File: config.mk
export PLATFORM = sky130hd
export DESIGN_NAME = pipe_sched_flat
export DESIGN_NICKNAME = d
export VERILOG_FILES = /design/src/rtl/pipe_sched_pkg.sv /design/src/rtl/pipe_sched_if.sv /design/src/rtl/pipe_sched_hazard_detect.sv /design/src/rtl/pipe_sched.sv /design/src/flat_wrapper.sv
export SDC_FILE = /design/constraint.sdc
export NUM_CORES = 1
export LEC_CHECK = 0
export ABC_AREA = 1
export CORE_MARGIN = 1
export CORE_UTILIZATION = 40
export DETAILED_ROUTE_END_ITERATION = 10
export GPL_TIMING_DRIVEN = 0
export PLACE_DENSITY = 0.86
export SKIP_LAST_GASP = 1
export SYNTH_ARGS = -nofsm -noshare
export SYNTH_HDL_FRONTEND = slang
export SYNTH_SLANG_ARGS = --single-unit
File: constraint.sdc
create_clock -name clk -period 3.7 [get_ports clk]
set_input_delay 0.555 -clock clk [delete_from_list [all_inputs] [get_ports clk]]
set_output_delay 0.555 -clock clk [all_outputs]
set_load 0.1 [all_outputs]
File: src/rtl/pipe_sched_pkg.sv
// Shared types and constants for the pipeline sequencer: FSM encoding and the
// pipeline-register control bundles used by the scheduler.
package pipe_sched_pkg;

  localparam int REG_ADDR_W = 5;
  localparam int WD_W       = 16;

  typedef enum logic [1:0] {
    RUN      = 2'd0,
    MEM_WAIT = 2'd1,
    HALT     = 2'd2
  } state_t;

  typedef struct packed {
    logic pc_load;
    logic ifid_load;
    logic ifid_flush;
    logic idex_load;
    logic idex_flush;
    logic exmem_load;
    logic memwb_load;
  } ctrl_t;

  localparam ctrl_t CTRL_ADVANCE  = '{1'b1, 1'b1, 1'b0, 1'b1, 1'b0, 1'b1, 1'b1};
  localparam ctrl_t CTRL_STALL    = '{1'b0, 1'b0, 1'b0, 1'b1, 1'b1, 1'b1, 1'b1};
  localparam ctrl_t CTRL_FLUSH    = '{1'b1, 1'b1, 1'b1, 1'b1, 1'b1, 1'b1, 1'b1};
  localparam ctrl_t CTRL_FREEZE   = '{1'b0, 1'b0, 1'b0, 1'b0, 1'b0, 1'b0, 1'b0};
  // Data access completes: the stolen fetch slot enters IF/ID as a bubble.
  localparam ctrl_t CTRL_MEM_STEP = '{1'b0, 1'b1, 1'b1, 1'b1, 1'b0, 1'b1, 1'b1};

endpackage

File: src/rtl/pipe_sched_if.sv
// Control/status bundle between the core datapath (master) and the pipeline
// sequencer (slave).
interface pipe_sched_if
  import pipe_sched_pkg::*;
#(
  parameter int CNT_W = 32
);
  logic [REG_ADDR_W-1:0] id_rs1;
  logic [REG_ADDR_W-1:0] id_rs2;
  logic [REG_ADDR_W-1:0] ex_rd;
  logic                  ex_mem_read;
  logic                  ex_branch_taken;
  logic                  mem_req;
  logic                  mem_ready;
  logic                  wb_halt;

  logic                  pc_load;
  logic                  ifid_load;
  logic                  ifid_flush;
  logic                  idex_load;
  logic                  idex_flush;
  logic                  exmem_load;
  logic                  memwb_load;
  logic                  mem_sel;
  logic                  halted;
  logic                  mem_err;
  logic [CNT_W-1:0]      stall_cycles;
  logic [CNT_W-1:0]      flush_count;

  modport master (
    output id_rs1, id_rs2, ex_rd, ex_mem_read, ex_branch_taken,
           mem_req, mem_ready, wb_halt,
    input  pc_load, ifid_load, ifid_flush, idex_load, idex_flush,
           exmem_load, memwb_load, mem_sel, halted, mem_err,
           stall_cycles, flush_count
  );

  modport slave (
    input  id_rs1, id_rs2, ex_rd, ex_mem_read, ex_branch_taken,
           mem_req, mem_ready, wb_halt,
    output pc_load, ifid_load, ifid_flush, idex_load, idex_flush,
           exmem_load, memwb_load, mem_sel, halted, mem_err,
           stall_cycles, flush_count
  );
endinterface

File: src/rtl/pipe_sched_hazard_detect.sv
// Load-use hazard comparator: a load in EX whose destination (other than x0)
// is read by the instruction in ID.
module hazard_detect
  import pipe_sched_pkg::*;
(
  input  logic [REG_ADDR_W-1:0] id_rs1,
  input  logic [REG_ADDR_W-1:0] id_rs2,
  input  logic [REG_ADDR_W-1:0] ex_rd,
  input  logic                  ex_mem_read,
  output logic                  hazard
);
  assign hazard = ex_mem_read && (ex_rd != '0) &&
                  ((ex_rd == id_rs1) || (ex_rd == id_rs2));
endmodule

File: src/rtl/pipe_sched.sv
// Pipeline sequencer for the 5-stage core: pipeline-register load/flush, memory
// port arbitration, MEM watchdog and halt. Statistics counters: PIPE_SCHED_STATS_EN.
module pipe_sched
  import pipe_sched_pkg::*;
#(
  parameter int MEM_TIMEOUT = 16,
  parameter int CNT_W       = 32
)(
  input logic        clk,
  input logic        rst,
  pipe_sched_if.slave bus
);

  state_t          state_q, state_d;
  logic [WD_W-1:0] wd_q, wd_d;
  logic            mem_err_q, mem_err_d;
  ctrl_t           ctrl;
  ctrl_t           step_ctrl;
  logic            mem_sel;
  logic            halted;
  logic            hazard;

  hazard_detect u_hazard (
    .id_rs1      (bus.id_rs1),
    .id_rs2      (bus.id_rs2),
    .ex_rd       (bus.ex_rd),
    .ex_mem_read (bus.ex_mem_read),
    .hazard      (hazard)
  );

  // A taken branch on the data-access advance loads the target PC directly.
  always_comb begin
    step_ctrl = CTRL_MEM_STEP;
    if (bus.ex_branch_taken) begin
      step_ctrl.pc_load    = 1'b1;
      step_ctrl.idex_flush = 1'b1;
    end
  end

  always_comb begin
    state_d   = state_q;
    wd_d      = wd_q;
    mem_err_d = mem_err_q;
    ctrl      = CTRL_FREEZE;
    mem_sel   = 1'b0;
    halted    = 1'b0;
    case (state_q)
      RUN: begin
        if (bus.mem_req) begin
          mem_sel = 1'b1;
          if (bus.mem_ready) begin
            ctrl = step_ctrl;
          end else begin
            state_d = MEM_WAIT;
            wd_d    = WD_W'(1);
          end
        end else if (bus.ex_branch_taken) begin
          ctrl = CTRL_FLUSH;
        end else if (hazard) begin
          ctrl = CTRL_STALL;
        end else begin
          ctrl = CTRL_ADVANCE;
        end
      end
      MEM_WAIT: begin
        mem_sel = 1'b1;
        if (bus.mem_ready) begin
          ctrl    = step_ctrl;
          state_d = RUN;
          wd_d    = '0;
        end else if (wd_q >= WD_W'(MEM_TIMEOUT)) begin
          mem_err_d = 1'b1;
          state_d   = HALT;
          wd_d      = '0;
        end else begin
          wd_d = wd_q + WD_W'(1);
        end
      end
      HALT: begin
        halted = 1'b1;
      end
      default: begin
        state_d = RUN;
        wd_d    = '0;
      end
    endcase

    // The retiring halt keeps this cycle's controls but drops any pending access.
    if (bus.wb_halt && (state_q != HALT)) begin
      state_d = HALT;
      wd_d    = '0;
    end

    if (rst) begin
      state_d   = RUN;
      wd_d      = '0;
      mem_err_d = 1'b0;
      ctrl      = CTRL_FREEZE;
      mem_sel   = 1'b0;
      halted    = 1'b0;
    end
  end

  always_ff @(posedge clk) begin
    state_q   <= state_d;
    wd_q      <= wd_d;
    mem_err_q <= mem_err_d;
  end

  assign bus.pc_load    = ctrl.pc_load;
  assign bus.ifid_load  = ctrl.ifid_load;
  assign bus.ifid_flush = ctrl.ifid_flush;
  assign bus.idex_load  = ctrl.idex_load;
  assign bus.idex_flush = ctrl.idex_flush;
  assign bus.exmem_load = ctrl.exmem_load;
  assign bus.memwb_load = ctrl.memwb_load;
  assign bus.mem_sel    = mem_sel;
  assign bus.halted     = halted;
  assign bus.mem_err    = mem_err_q && !rst;

`ifdef PIPE_SCHED_STATS_EN
  logic [CNT_W-1:0] stall_q, stall_d;
  logic [CNT_W-1:0] flush_q, flush_d;

  // Both counters saturate at all-ones.
  always_comb begin
    stall_d = stall_q;
    flush_d = flush_q;
    if ((state_q != HALT) && !ctrl.pc_load && (stall_q != '1))
      stall_d = stall_q + CNT_W'(1);
    if ((ctrl.ifid_flush || ctrl.idex_flush) && (flush_q != '1))
      flush_d = flush_q + CNT_W'(1);
    if (rst) begin
      stall_d = '0;
      flush_d = '0;
    end
  end

  always_ff @(posedge clk) begin
    stall_q <= stall_d;
    flush_q <= flush_d;
  end

  assign bus.stall_cycles = rst ? '0 : stall_q;
  assign bus.flush_count  = rst ? '0 : flush_q;
`else
  assign bus.stall_cycles = '0;
  assign bus.flush_count  = '0;
`endif

endmodule

File: src/flat_wrapper.sv
// flat-port wrapper written by rule: the top's interface ports become plain ports
module pipe_sched_flat import pipe_sched_pkg::*;
#(
  parameter int MEM_TIMEOUT = 16,
  parameter int CNT_W       = 32
)
  (clk, rst, bus_id_rs1, bus_id_rs2, bus_ex_rd, bus_ex_mem_read, bus_ex_branch_taken, bus_mem_req, bus_mem_ready, bus_wb_halt, bus_pc_load, bus_ifid_load, bus_ifid_flush, bus_idex_load, bus_idex_flush, bus_exmem_load, bus_memwb_load, bus_mem_sel, bus_halted, bus_mem_err, bus_stall_cycles, bus_flush_count);
  pipe_sched_if #(.CNT_W(CNT_W)) bus_i ();
  input logic clk;
  input logic rst;
  input wire logic [$bits(bus_i.id_rs1)-1:0] bus_id_rs1;
  input wire logic [$bits(bus_i.id_rs2)-1:0] bus_id_rs2;
  input wire logic [$bits(bus_i.ex_rd)-1:0] bus_ex_rd;
  input wire logic [$bits(bus_i.ex_mem_read)-1:0] bus_ex_mem_read;
  input wire logic [$bits(bus_i.ex_branch_taken)-1:0] bus_ex_branch_taken;
  input wire logic [$bits(bus_i.mem_req)-1:0] bus_mem_req;
  input wire logic [$bits(bus_i.mem_ready)-1:0] bus_mem_ready;
  input wire logic [$bits(bus_i.wb_halt)-1:0] bus_wb_halt;
  output wire logic [$bits(bus_i.pc_load)-1:0] bus_pc_load;
  output wire logic [$bits(bus_i.ifid_load)-1:0] bus_ifid_load;
  output wire logic [$bits(bus_i.ifid_flush)-1:0] bus_ifid_flush;
  output wire logic [$bits(bus_i.idex_load)-1:0] bus_idex_load;
  output wire logic [$bits(bus_i.idex_flush)-1:0] bus_idex_flush;
  output wire logic [$bits(bus_i.exmem_load)-1:0] bus_exmem_load;
  output wire logic [$bits(bus_i.memwb_load)-1:0] bus_memwb_load;
  output wire logic [$bits(bus_i.mem_sel)-1:0] bus_mem_sel;
  output wire logic [$bits(bus_i.halted)-1:0] bus_halted;
  output wire logic [$bits(bus_i.mem_err)-1:0] bus_mem_err;
  output wire logic [$bits(bus_i.stall_cycles)-1:0] bus_stall_cycles;
  output wire logic [$bits(bus_i.flush_count)-1:0] bus_flush_count;
  assign bus_i.id_rs1 = bus_id_rs1;
  assign bus_i.id_rs2 = bus_id_rs2;
  assign bus_i.ex_rd = bus_ex_rd;
  assign bus_i.ex_mem_read = bus_ex_mem_read;
  assign bus_i.ex_branch_taken = bus_ex_branch_taken;
  assign bus_i.mem_req = bus_mem_req;
  assign bus_i.mem_ready = bus_mem_ready;
  assign bus_i.wb_halt = bus_wb_halt;
  assign bus_pc_load = bus_i.pc_load;
  assign bus_ifid_load = bus_i.ifid_load;
  assign bus_ifid_flush = bus_i.ifid_flush;
  assign bus_idex_load = bus_i.idex_load;
  assign bus_idex_flush = bus_i.idex_flush;
  assign bus_exmem_load = bus_i.exmem_load;
  assign bus_memwb_load = bus_i.memwb_load;
  assign bus_mem_sel = bus_i.mem_sel;
  assign bus_halted = bus_i.halted;
  assign bus_mem_err = bus_i.mem_err;
  assign bus_stall_cycles = bus_i.stall_cycles;
  assign bus_flush_count = bus_i.flush_count;
  pipe_sched #(.MEM_TIMEOUT(MEM_TIMEOUT), .CNT_W(CNT_W)) u_core (.clk(clk), .rst(rst), .bus(bus_i));
endmodule
---- Word-level counts from Yosys, hierarchy flattened ----
Index checks and enable logic that the tools add are counted.
storage, ports and cells
  bits in registers ....................... 19
  bits of input ports ..................... 22
  output and inout bits ................... 74
  word-level logic and storage cells ...... 56
cells by class
  $add $sub $neg .......................... 1
  $lt $le $gt $ge ......................... 1
  equal/unequal tests ..................... 12
  multiplexer cells ....................... 23
  bitwise gates (word level) .............. 2
  reduce and logical (&&, ||, !) cells .... 13
operator list
  operator                                                                               count
  16-bit 2-to-1 mux                                                                      4
  16-bit case mux with 3 select lines                                                    1
  7-bit 2-to-1 mux                                                                       5
  16-bit by 1-bit adder with 16-bit output (second input constant)                       1
  16-bit by 5-bit greater-or-equal comparator with 1-bit output (second input constant)  1
  7-bit case mux with 2 select lines                                                     1
  5-bit == test                                                                          2
  2-bit 2-to-1 mux                                                                       5
  3-bit by 2-bit != test with 1-bit output (second input constant)                       3
  4-bit AND reduction                                                                    2
  2-bit != test (second input constant)                                                  3
  2-bit case mux with 3 select lines                                                     1
  3-bit AND reduction                                                                    2
  1-bit 2-to-1 mux                                                                       5
  5-bit nonzero test                                                                     1
  1-bit logical AND                                                                      4
  4-bit by 2-bit != test with 1-bit output (second input constant)                       1
  2-bit by 1-bit == test with 1-bit output (second input constant)                       1
  2-bit == test (second input constant)                                                  1
  2-bit zero test                                                                        1
  2-bit by 1-bit != test with 1-bit output (second input constant)                       1
  1-bit inverter                                                                         2
  1-bit case mux with 2 select lines                                                     1
  2-bit OR reduction                                                                     1
  2 further kinds                                                                        2

---- Longest topological paths before layout ----
Gate-level depths: netlist of the first run.
  depth after elaboration ................. 8
  mapped depth ............................ 10
  mapped depth without buffers ............ 10

---- By module ----
From an unflattened synthesis of the first run, not the netlist that was laid out.
second synthesis, totals
  cell total of the unflattened synthesis .. 234
  area total of the unflattened synthesis .. 1579.0 sq um
modules (own cells, without submodules)
  module         times used  cells each  area each (sq um)  seq. area each (sq um)
  pipe_sched     1           189         1383.8             380.4
  hazard_detect  1           45          195.2              0.0

---- Worst setup path before layout of the first run ----
OpenSTA, ideal clock, no wires.
  kind .................................... in2out
  start ................................... in rst
  end ..................................... out bus_mem_sel
  data arrival time ....................... 3006 ps
  required time ........................... 3145 ps
  slack ................................... 139 ps
  cell stages on the path ................. 2
  path buffers ............................ 1
  path through ............................ clkbuf_1 a211oi_1
between the ends
  word-level cells in the longest chain between the ends .. 1
ends and longest elaborated chain
  what              RTL line            text
  from (decl)       flat_wrapper.sv:10  input logic rst;
  1-bit 2-to-1 mux  pipe_sched.sv:94    if (rst) begin
  to (decl)         flat_wrapper.sv:26  output wire logic [$bits(bus_i.mem_sel)-1:0] bus_mem_sel;
No other way between the ends.

---- Worst setup path in the final report of the first run ----
  start ................................... in bus_ex_rd[0]
  end ..................................... out bus_pc_load
between the ends
  word-level cells in the longest chain between the ends .. 8
  elaborated cells on any way between the ends .. 11
  those cells by class .................... 2 x eq/ne; 5 x mux; 4 x reduce/logical
ends and longest elaborated chain
  what                                                          RTL line                                                        text
  from (decl)                                                   flat_wrapper.sv:13                                              input wire logic [$bits(bus_i.ex_rd)-1:0] bus_ex_rd;
  5-bit == test / 5-bit nonzero test (equally long branches)    pipe_sched_hazard_detect.sv:13, pipe_sched_hazard_detect.sv:12
  1-bit logical OR / 1-bit logical AND (equally long branches)  pipe_sched_hazard_detect.sv:13, pipe_sched_hazard_detect.sv:12
  1-bit logical AND (*)                                         pipe_sched_hazard_detect.sv:12                                  assign hazard = ex_mem_read && (ex_rd != '0) &&
  7-bit 2-to-1 mux (*)                                          pipe_sched.sv:59                                                end else if (hazard) begin
  7-bit 2-to-1 mux (*)                                          pipe_sched.sv:57                                                end else if (bus.ex_branch_taken) begin
  7-bit 2-to-1 mux (*)                                          pipe_sched.sv:49                                                if (bus.mem_req) begin
  7-bit case mux with 2 select lines (*)                        pipe_sched.sv:47                                                case (state_q)
  7-bit 2-to-1 mux (*)                                          pipe_sched.sv:94
  to (decl)                                                     flat_wrapper.sv:19                                              output wire logic [$bits(bus_i.pc_load)-1:0] bus_pc_load;
Mark *: on every way between the ends. The rest lies on a longest branch, timed or not.

==> results.sh, run 1 <==
export IMPL_status="complete, no violations"
export IMPL_n_antenna_cell=0
export IMPL_vias=1383
export IMPL_die_height_um=64.9
export IMPL_vias_per_cell=3.66
export IMPL_synthTopCellsByArea="buf_4 (31%), dfxtp_1 (24%), nand2_1 (10%)"
export IMPL_finalClockSkew_ns=0.00103
export IMPL_final_antenna_net_count=0
export IMPL_fmax_mhz=288
export IMPL_p_clk_share_pct=16.7
export IMPL_finalPower_mw=0.833
export IMPL_grt_pass1_vias=1195
export IMPL_cp_depth=9
export IMPL_critical_path_max_stage_delay_ns=1.16
export IMPL_ff2ff_setup_slack_ns=2.40
export IMPL_path_cells="clkdlybuf4s50_1 -> inv_1 -> nand4_1 -> o21ai_0 -> inv_1 -> nand3_1 -> nand2_1 -> a21oi_1 -> clkdlybuf4s50_1"
export IMPL_cts_resized=0
export IMPL_internal_power_mw=0.381
export IMPL_setup_viol=0
export IMPL_dr_pass1_iters=4
export IMPL_grt_max_degree=11
export IMPL_worstReg2RegEnd="u_core.wd_q[0]"
export IMPL_peakVddDrop_mv=0.293
export IMPL_layout_commonest_cell="buf_4"
export IMPL_synthDistinctLibCells=29
export IMPL_drv_cap=0
export IMPL_power_density_nw_per_um2=374
export IMPL_fin_nets=355
export IMPL_rows=22
export IMPL_core_area_um2=3720
export IMPL_crit_family="buffers and inverters"
export IMPL_r2r_start="u_core.state_q[0]"
export IMPL_cp_endpoint="bus_pc_load"
export IMPL_antenna_found_initial=0
export IMPL_comb_power_share_pct=58.3
export IMPL_yosysSeqAreaShare_pct=24.0
export IMPL_routed_wl_um=2980
export IMPL_worstMarginPinSlew_ns=0.993
export IMPL_critPathSlowestCell="clkdlybuf4s50_1"
export IMPL_hold_buffers=0
export IMPL_p_switching_mw=0.452
export IMPL_clk_latency_ns=0.25
export IMPL_yosys_warnings=0
export IMPL_routedLengthMet1_um=1130
export IMPL_fin_util_pct=60.0
export IMPL_hp_class="flip-flop to flip-flop"
export IMPL_wl_met3_um=208
export IMPL_dpl_hpwl_um=2680
export IMPL_die_width_um=64.9
export IMPL_final_cell_mix="buf_4 (66), conb_1 (64), nand2_1 (43), inv_1 (32), clkdlybuf4s50_1 (29)"
export IMPL_tns_ns=0
export IMPL_p_sw_share_pct=54.3
export IMPL_gp_congestion=0.782
export IMPL_crit_fanout=4
export IMPL_clkSinkCount=19
export IMPL_crit_type="primary input to output pin"
export IMPL_cts_root_buf="clkbuf_8"
export IMPL_drv_slew=0
export IMPL_synth_largest_area_cell="buf_4"
export IMPL_area_growth_syn_to_layout_pct=40.7
export IMPL_synthCells=233
export IMPL_slew_headroom_pct=33.6
export IMPL_top_layer_used="met4"
export IMPL_cp_arrival_ns=2.92
export IMPL_rsz0062_at_grt="no"
export IMPL_drive_above_1_share_pct=24.8
export IMPL_place_area_um2=2180
export IMPL_wl_per_cell_um=7.87
export IMPL_synth_top_area_share_pct=31.3
export IMPL_io_buffers=30
export IMPL_crit_path_start_kind="primary input"
export IMPL_remaining_drc_errors=0
export IMPL_drt_iter0_drc=59
export IMPL_fin_area_um2=2230
export IMPL_seqPwrFrac_pct=25.0
export IMPL_cts_tree="yes"
export IMPL_clockBufferDepth=2
export IMPL_grt_overflow=0
export IMPL_fin_crit_ns=3.48
export IMPL_grt_pass1_wl_um=4990
export IMPL_path_buf_inv=4
export IMPL_report_final_hold_viol_count=0
export IMPL_postCtsSetupBuffers=0
export IMPL_design_die_area_um2=4220
export IMPL_syn_area_um2=1580
export IMPL_min_period_over_period_pct=94.0
export IMPL_reg2reg_depth=7
export IMPL_setup_worst_path_start="bus_ex_rd[0]"
export IMPL_grtUsageTotal_pct=14.7
export IMPL_io_pins=96
export IMPL_wl_met2_um=1560
export IMPL_crit_path_end_kind="output pin"
export IMPL_initial_core_util_pct=42.6
export IMPL_fillerInstances=361
export IMPL_avgSynthCellArea_um2=6.80
export IMPL_crit_required_ns=3.14
export IMPL_ys_ff_latch=19
export IMPL_total_leakage_power_nw=1.24
export IMPL_h_tree_depth=1
export IMPL_path_clk_slew_ns=0.06
export IMPL_cts_buffers=3
sequential cells by signal, summed over array words and instances, names as in the netlist:
name	cells
u_core.mem_err_q	1
u_core.state_q	2
u_core.wd_q	16
cells in the mapped netlist, drive strengths merged:
library cell	n
nor4	1
nor3	9
or2	1
conb	1
a211oi	1
nand3	4
xnor2	2
nor2	22
a21oi	10
nand2	47
and2	1
dfxtp	19
buf	68
nand4	4
xor2	2
inv	33
clkinv	1
o21a	1
o21ai	3
clkbuf	1
ha	2
cell families after synthesis:
family / Yosys count / share of synthesized area (%)
other: 1 / 0.237
DFF: 19 / 24.0
adders and majority gates: 2 / 1.58
buffers and inverters: 103 / 41.1
xor gates and xnor gates: 4 / 2.21
and+or+nand+nor: 89 / 25.6
AOI/OAI and AO/OA: 15 / 5.29
worst min-delay path by stage:
stage | from | to | slack [ns] | cells past startpoint
CTS | u_core.wd_q[12] | u_core.wd_q[12] | 0.45 | 2
floorplan | u_core.wd_q[12] | u_core.wd_q[12] | 0.42 | 2
finish | u_core.wd_q[11] | u_core.wd_q[11] | 0.45 | 2
global route | u_core.wd_q[15] | u_core.wd_q[15] | 0.47 | 2
global placement | u_core.wd_q[6] | u_core.wd_q[6] | 0.43 | 2
detailed placement | u_core.wd_q[12] | u_core.wd_q[12] | 0.44 | 2
layout make-up:
cell class	instances	area (um2)	area share (%)
multi-input combinational	174	790	35.4
clock buffer	4	45.0	2.02
sequential	19	380	17.1
tap	48	60.1	2.70
timing repair buffer	30	303	13.6
buffer	69	522	23.4
inverter	34	129	5.78
power by group through the flow:
| stage | Sequential (mW) | Clock [mW] | Combinational (mW) |
|---|---|---|---|
| finish | 0.208 | 0.139 | 0.486 |
| global route | 0.208 | 0.151 | 0.505 |
| CTS | 0.208 | 0.142 | 0.483 |
| detailed placement | 0.213 | 0 | 0.483 |
| global placement | 0.213 | 0 | 0.481 |
| floorplan | 0.212 | 0 | 0.437 |
metrics by stage:
step,hold slack [ns],std cells,setup WS (ns)
2_1_floorplan,0.422,296,0.139
3_3_place_gp,0.432,374,0.179
3_5_place_dp,0.439,374,0.157
4_1_cts,0.449,378,0.151
5_1_grt,0.465,378,0.0716
6_report,0.449,378,0.223
metal layers:
metal	vias up	track usage, %
li1	771	-
met5	-	0
met4	0	6.11
met1	551	15.6
met3	9	1.94
met2	52	28.6
worst reg2reg max path, stage by stage, from the launching register on:
cell and delay (ns):
dfxtp_1 0.35, inv_1 0.09, or2_1 0.25, nor2_2 0.15, nand3_2 0.13, clkinv_2 0.10, nand2_1 0.05, a21oi_1 0.12
Note: power is estimated with default switching activity, not from simulation.
==> run 2: changes to the inputs <==
CORE_MARGIN = 5   (was 1)
==> results.sh, run 2 (same netlist as run 1, synthesis figures left out) <==
export IMPL_crit_family="buffers and inverters"
export IMPL_gp_congestion=0.753
export IMPL_rsz0062_at_grt="no"
export IMPL_peakVddDrop_mv=0.282
export IMPL_critical_path_max_stage_delay_ns=1.15
export IMPL_design_die_area_um2=5320
export IMPL_wl_per_cell_um=8.63
export IMPL_worstReg2RegEnd="u_core.wd_q[3]"
export IMPL_hold_depth=2
export IMPL_reg_largest_list="u_core.wd_q: 16 flops, u_core.state_q: 2 flops, u_core.mem_err_q: 1 flops"
export IMPL_path_cells="clkdlybuf4s50_1 -> inv_1 -> nand4_1 -> o21ai_0 -> inv_1 -> nand3_1 -> nand2_1 -> a21oi_1 -> clkdlybuf4s50_1"
export IMPL_r2r_start="u_core.state_q[0]"
export IMPL_hp_start="u_core.wd_q[7]"
export IMPL_drv_slew=0
export IMPL_area_growth_syn_to_layout_pct=40.7
export IMPL_top_register="u_core.wd_q"
export IMPL_status="complete, no violations"
export IMPL_drv_cap=0
export IMPL_crit_path_start_kind="primary input"
export IMPL_final_cell_mix="buf_4 (66), conb_1 (64), nand2_1 (43), inv_1 (32), clkdlybuf4s50_1 (29)"
export IMPL_ff2ff_setup_slack_ns=2.39
export IMPL_rows=22
export IMPL_finalPower_mw=0.834
export IMPL_clk_latency_ns=0.25
export IMPL_routed_wl_um=3260
export IMPL_layout_commonest_cell="buf_4"
export IMPL_cp_depth=9
export IMPL_grt_max_degree=11
export IMPL_crit_path_end_kind="output pin"
export IMPL_io_buffers=30
export IMPL_power_density_nw_per_um2=374
export IMPL_crit_fanout=4
export IMPL_dpl_hpwl_um=2910
export IMPL_vias=1396
export IMPL_min_period_over_period_pct=92.3
export IMPL_setup_worst_path_start="bus_ex_rd[0]"
export IMPL_path_buf_inv=4
export IMPL_critPathSlowestCell="clkdlybuf4s50_1"
export IMPL_slew_headroom_pct=33.9
export IMPL_drive_above_1_share_pct=24.8
export IMPL_antenna_found_initial=0
export IMPL_worstMarginPinSlew_ns=0.988
export IMPL_path_clk_slew_ns=0.07
export IMPL_crit_type="primary input to output pin"
export IMPL_largest_reg_flops=16
export IMPL_die_height_um=72.9
export IMPL_vias_per_cell=3.69
export IMPL_initial_core_util_pct=42.3
export IMPL_hold_end="u_core.wd_q[7]"
export IMPL_die_width_um=72.9
export IMPL_fmax_mhz=293
export IMPL_hold_buffers=0
export IMPL_cts_tree="yes"
export IMPL_remaining_drc_errors=0
export IMPL_n_antenna_cell=0
export IMPL_grt_pass1_wl_um=5100
export IMPL_core_area_um2=3740
export IMPL_grtUsageTotal_pct=11.9
export IMPL_crit_required_ns=3.14
export IMPL_hp_class="flip-flop to flip-flop"
export IMPL_dr_pass1_iters=4
export IMPL_fin_nets=355
export IMPL_fin_crit_ns=3.41
export IMPL_report_final_hold_viol_count=0
export IMPL_reg2reg_depth=7
export IMPL_cp_arrival_ns=2.86
export IMPL_cts_root_buf="clkbuf_8"
export IMPL_h_tree_depth=1
export IMPL_final_antenna_net_count=0
export IMPL_setup_viol=0
export IMPL_postCtsSetupBuffers=0
export IMPL_grt_overflow=0
export IMPL_drt_iter0_drc=42
export IMPL_finalClockSkew_ns=0.00506
export IMPL_tns_ns=0
export IMPL_cts_buffers=3
export IMPL_grt_pass1_vias=1213
export IMPL_io_pins=96
export IMPL_clkSinkCount=19
export IMPL_clockBufferDepth=2
export IMPL_total_leakage_power_nw=1.24
-- run 2: cell counts in the layout (fill, tap and decap cells not counted) --
Identical to the previous run, type by type.
-- run 2: report_power, final --
group | total [mW] | switching, mW | internal, mW | leakage (nW)
registers | 0.208 | 0.00218 | 0.206 | 0.153
clock network | 0.138 | 0.0618 | 0.0764 | 0.0228
logic | 0.487 | 0.389 | 0.0982 | 1.06
-- run 2: how the worst max path moves through the flow --
stage | end | slack, ns
2_1_floorplan | bus_mem_sel | 0.14
3_3_place_gp | bus_idex_flush | 0.18
3_5_place_dp | bus_idex_flush | 0.15
4_1_cts | bus_idex_flush | 0.14
5_1_grt | bus_pc_load | 0.06
6_report | bus_pc_load | 0.29
-- run 2: per-stage QoR --
step,setup slack (ns),util (%),std cells,area (um2),hold WS (ns)
finish,0.285,59.5,378,2230,0.444
global route,0.0591,59.5,378,2230,0.463
CTS,0.141,59.5,378,2230,0.444
detailed placement,0.146,58.3,374,2180,0.433
global placement,0.181,58.3,374,2180,0.430
floorplan,0.139,-,296,1820,0.422
-- run 2: tightest hold or removal path: cells and delay by family (launching register included) --
kind,cells,cell delay [ns]
flops,1,0.31
simple gates,2,0.10
-- run 2: per-layer routing --
metal | GRT usage [%] | vias to the layer above | part of all wire (%)
li1 | - | 771 | -
met1 | 10.8 | 564 | 34
met2 | 23.9 | 50 | 54
met3 | 2.62 | 11 | 9.4
met4 | 5.94 | 0 | 2.7
met5 | 0 | - | 0
-- run 2: repair_timing --
action	in CTS	in global routing
hold endpoints to repair	0	0
resized for setup	0	1
endpoints found under the setup margin	0	1
-- run 2: area by class of cell --
class	instances	area, um2
multi-input cells	174	790
plain buffers	69	522
flip-flops and latches	19	380
fillers	351	1520
clock buffers	4	45.0
inverters	34	129
repair buffers	30	303
well taps	48	60.1
==> run 3: changes to the inputs <==
CAP_MARGIN = 5   (was unset)
CORE_UTILIZATION = 41   (was 40)
PLACE_DENSITY = 0.88   (was 0.86)
==> results.sh, run 3 (same netlist as run 1, synthesis figures left out) <==
export IMPL_status="complete, no violations"
export IMPL_peakVddDrop_mv=0.307
export IMPL_vias=1434
export IMPL_reg2reg_depth=7
export IMPL_routed_wl_um=3270
export IMPL_drv_slew=0
export IMPL_final_cell_mix="buf_4 (66), conb_1 (64), nand2_1 (43), inv_1 (32), clkdlybuf4s50_1 (29)"
export IMPL_initial_core_util_pct=42.9
export IMPL_cp_arrival_ns=2.85
export IMPL_top_register="u_core.wd_q"
export IMPL_final_cells=378
export IMPL_grt_pass1_wl_um=5320
export IMPL_grt_overflow=0
export IMPL_cts_buffers=3
export IMPL_dpl_hpwl_um=2930
export IMPL_die_width_um=72.2
export IMPL_io_buffers=30
export IMPL_hold_depth=2
export IMPL_pre_cts_slack_ns=0.155
export IMPL_rows=22
export IMPL_grt_max_degree=11
export IMPL_antenna_found_initial=0
export IMPL_drive_above_1_share_pct=24.8
export IMPL_placed_cells=374
export IMPL_final_antenna_net_count=0
export IMPL_crit_path_end_kind="output pin"
export IMPL_io_pins=96
export IMPL_path_cells="clkdlybuf4s50_1 -> inv_1 -> nand4_1 -> o21ai_0 -> inv_1 -> nand3_1 -> nand2_1 -> a21oi_1 -> clkdlybuf4s50_1"
export IMPL_layout_commonest_cell="buf_4"
export IMPL_tns_ns=0
export IMPL_crit_type="primary input to output pin"
export IMPL_critPathSlowestCell="clkdlybuf4s50_1"
export IMPL_gp_congestion=0.788
export IMPL_crit_fanout=4
export IMPL_design_die_area_um2=5210
export IMPL_report_final_hold_viol_count=0
export IMPL_cts_tree="yes"
export IMPL_min_period_over_period_pct=92.1
export IMPL_grtUsageTotal_pct=12.5
export IMPL_path_clk_slew_ns=0.06
export IMPL_area_growth_syn_to_layout_pct=40.7
export IMPL_critical_path_max_stage_delay_ns=1.16
export IMPL_fillerInstances=363
export IMPL_die_height_um=72.2
export IMPL_largest_reg_flops=16
export IMPL_n_antenna_cell=0
export IMPL_crit_path_start_kind="primary input"
export IMPL_rsz0062_at_grt="no"
export IMPL_cts_root_buf="clkbuf_8"
export IMPL_hp_class="flip-flop to flip-flop"
export IMPL_clockBufferDepth=2
export IMPL_setup_slack_ns=0.291
export IMPL_crit_required_ns=3.14
export IMPL_grt_pass1_vias=1274
export IMPL_drt_iter0_drc=28
export IMPL_clkSinkCount=19
export IMPL_whs_ns=0.446
export IMPL_wl_per_cell_um=8.65
export IMPL_power_density_nw_per_um2=373
export IMPL_slew_headroom_pct=33.4
export IMPL_worstMarginPinSlew_ns=0.996
export IMPL_remaining_drc_errors=0
export IMPL_clk_latency_ns=0.25
export IMPL_core_area_um2=3690
export IMPL_setup_viol=0
export IMPL_h_tree_depth=1
export IMPL_drv_cap=0
export IMPL_reg_largest_list="u_core.wd_q: 16 flops, u_core.state_q: 2 flops, u_core.mem_err_q: 1 flops"
export IMPL_total_leakage_power_nw=1.24
export IMPL_vias_per_cell=3.79
export IMPL_dr_pass1_iters=4
export IMPL_finalClockSkew_ns=0.00394
export IMPL_fin_nets=355
export IMPL_fin_crit_ns=3.41
export IMPL_fmax_mhz=293
export IMPL_hold_buffers=0
## run 3: cell counts in the layout (fill, tap and decap cells not counted)
Identical to the previous run, type by type.
## run 3: repair_timing
action                     in CTS  in global routing
gates resized for setup         0                  1
setup endpoints to repair       0                  1
buffers inserted                0                  0
## run 3: where the power goes
part | switching (mW) | total [mW] | internal (mW) | leakage, nW
sequential | 0.00219 | 0.208 | 0.206 | 0.153
combinational | 0.389 | 0.487 | 0.0982 | 1.06
clock | 0.0595 | 0.136 | 0.0763 | 0.0228
total | 0.451 | 0.832 | 0.381 | 1.24
## run 3: per-layer routing
layer | wire length (um) | global-route usage, % | vias up | share of wire, %
met4 | 65 | 4.80 | 0 | 2.0
met3 | 323 | 2.63 | 6 | 9.9
met2 | 1720 | 25.3 | 55 | 52
met1 | 1160 | 11.9 | 603 | 36
li1 | - | - | 770 | -
met5 | 0 | 0 | - | 0
## run 3: final timing paths
kind | from | to | slack (ns)
worst max-delay path | bus_ex_rd[0] | bus_pc_load | 0.29
worst min-delay path | u_core.wd_q[12] | u_core.wd_q[12] | 0.45
worst max register to register | u_core.state_q[0] | u_core.wd_q[0] | 2.39
worst min register to register | u_core.wd_q[12] | u_core.wd_q[12] | 0.45
## run 3: final cells by class
type	instances	area [um2]	share of cell area [%]
well taps	48	60.1	2.70
flip-flops and latches	19	380	17.1
clock buffers	4	45.0	2.02
inverters	34	129	5.78
repair buffers	30	303	13.6
plain buffers	69	522	23.4
multi-input cells	174	790	35.4
## run 3: critical path: cells and delay by family
family / cells / cell delay [ns]
and+or+nand+nor: 3 / 0.21
buffers and inverters: 4 / 1.81
AOI/OAI and AO/OA: 2 / 0.28
## run 3: metrics by stage
stage,power [mW],area [um2],util [%]
floorplan,0.649,1820,-
global placement,0.694,2180,59.1
detailed placement,0.696,2180,59.1
CTS,0.830,2230,60.3
global route,0.865,2230,60.4
finish,0.832,2230,60.4
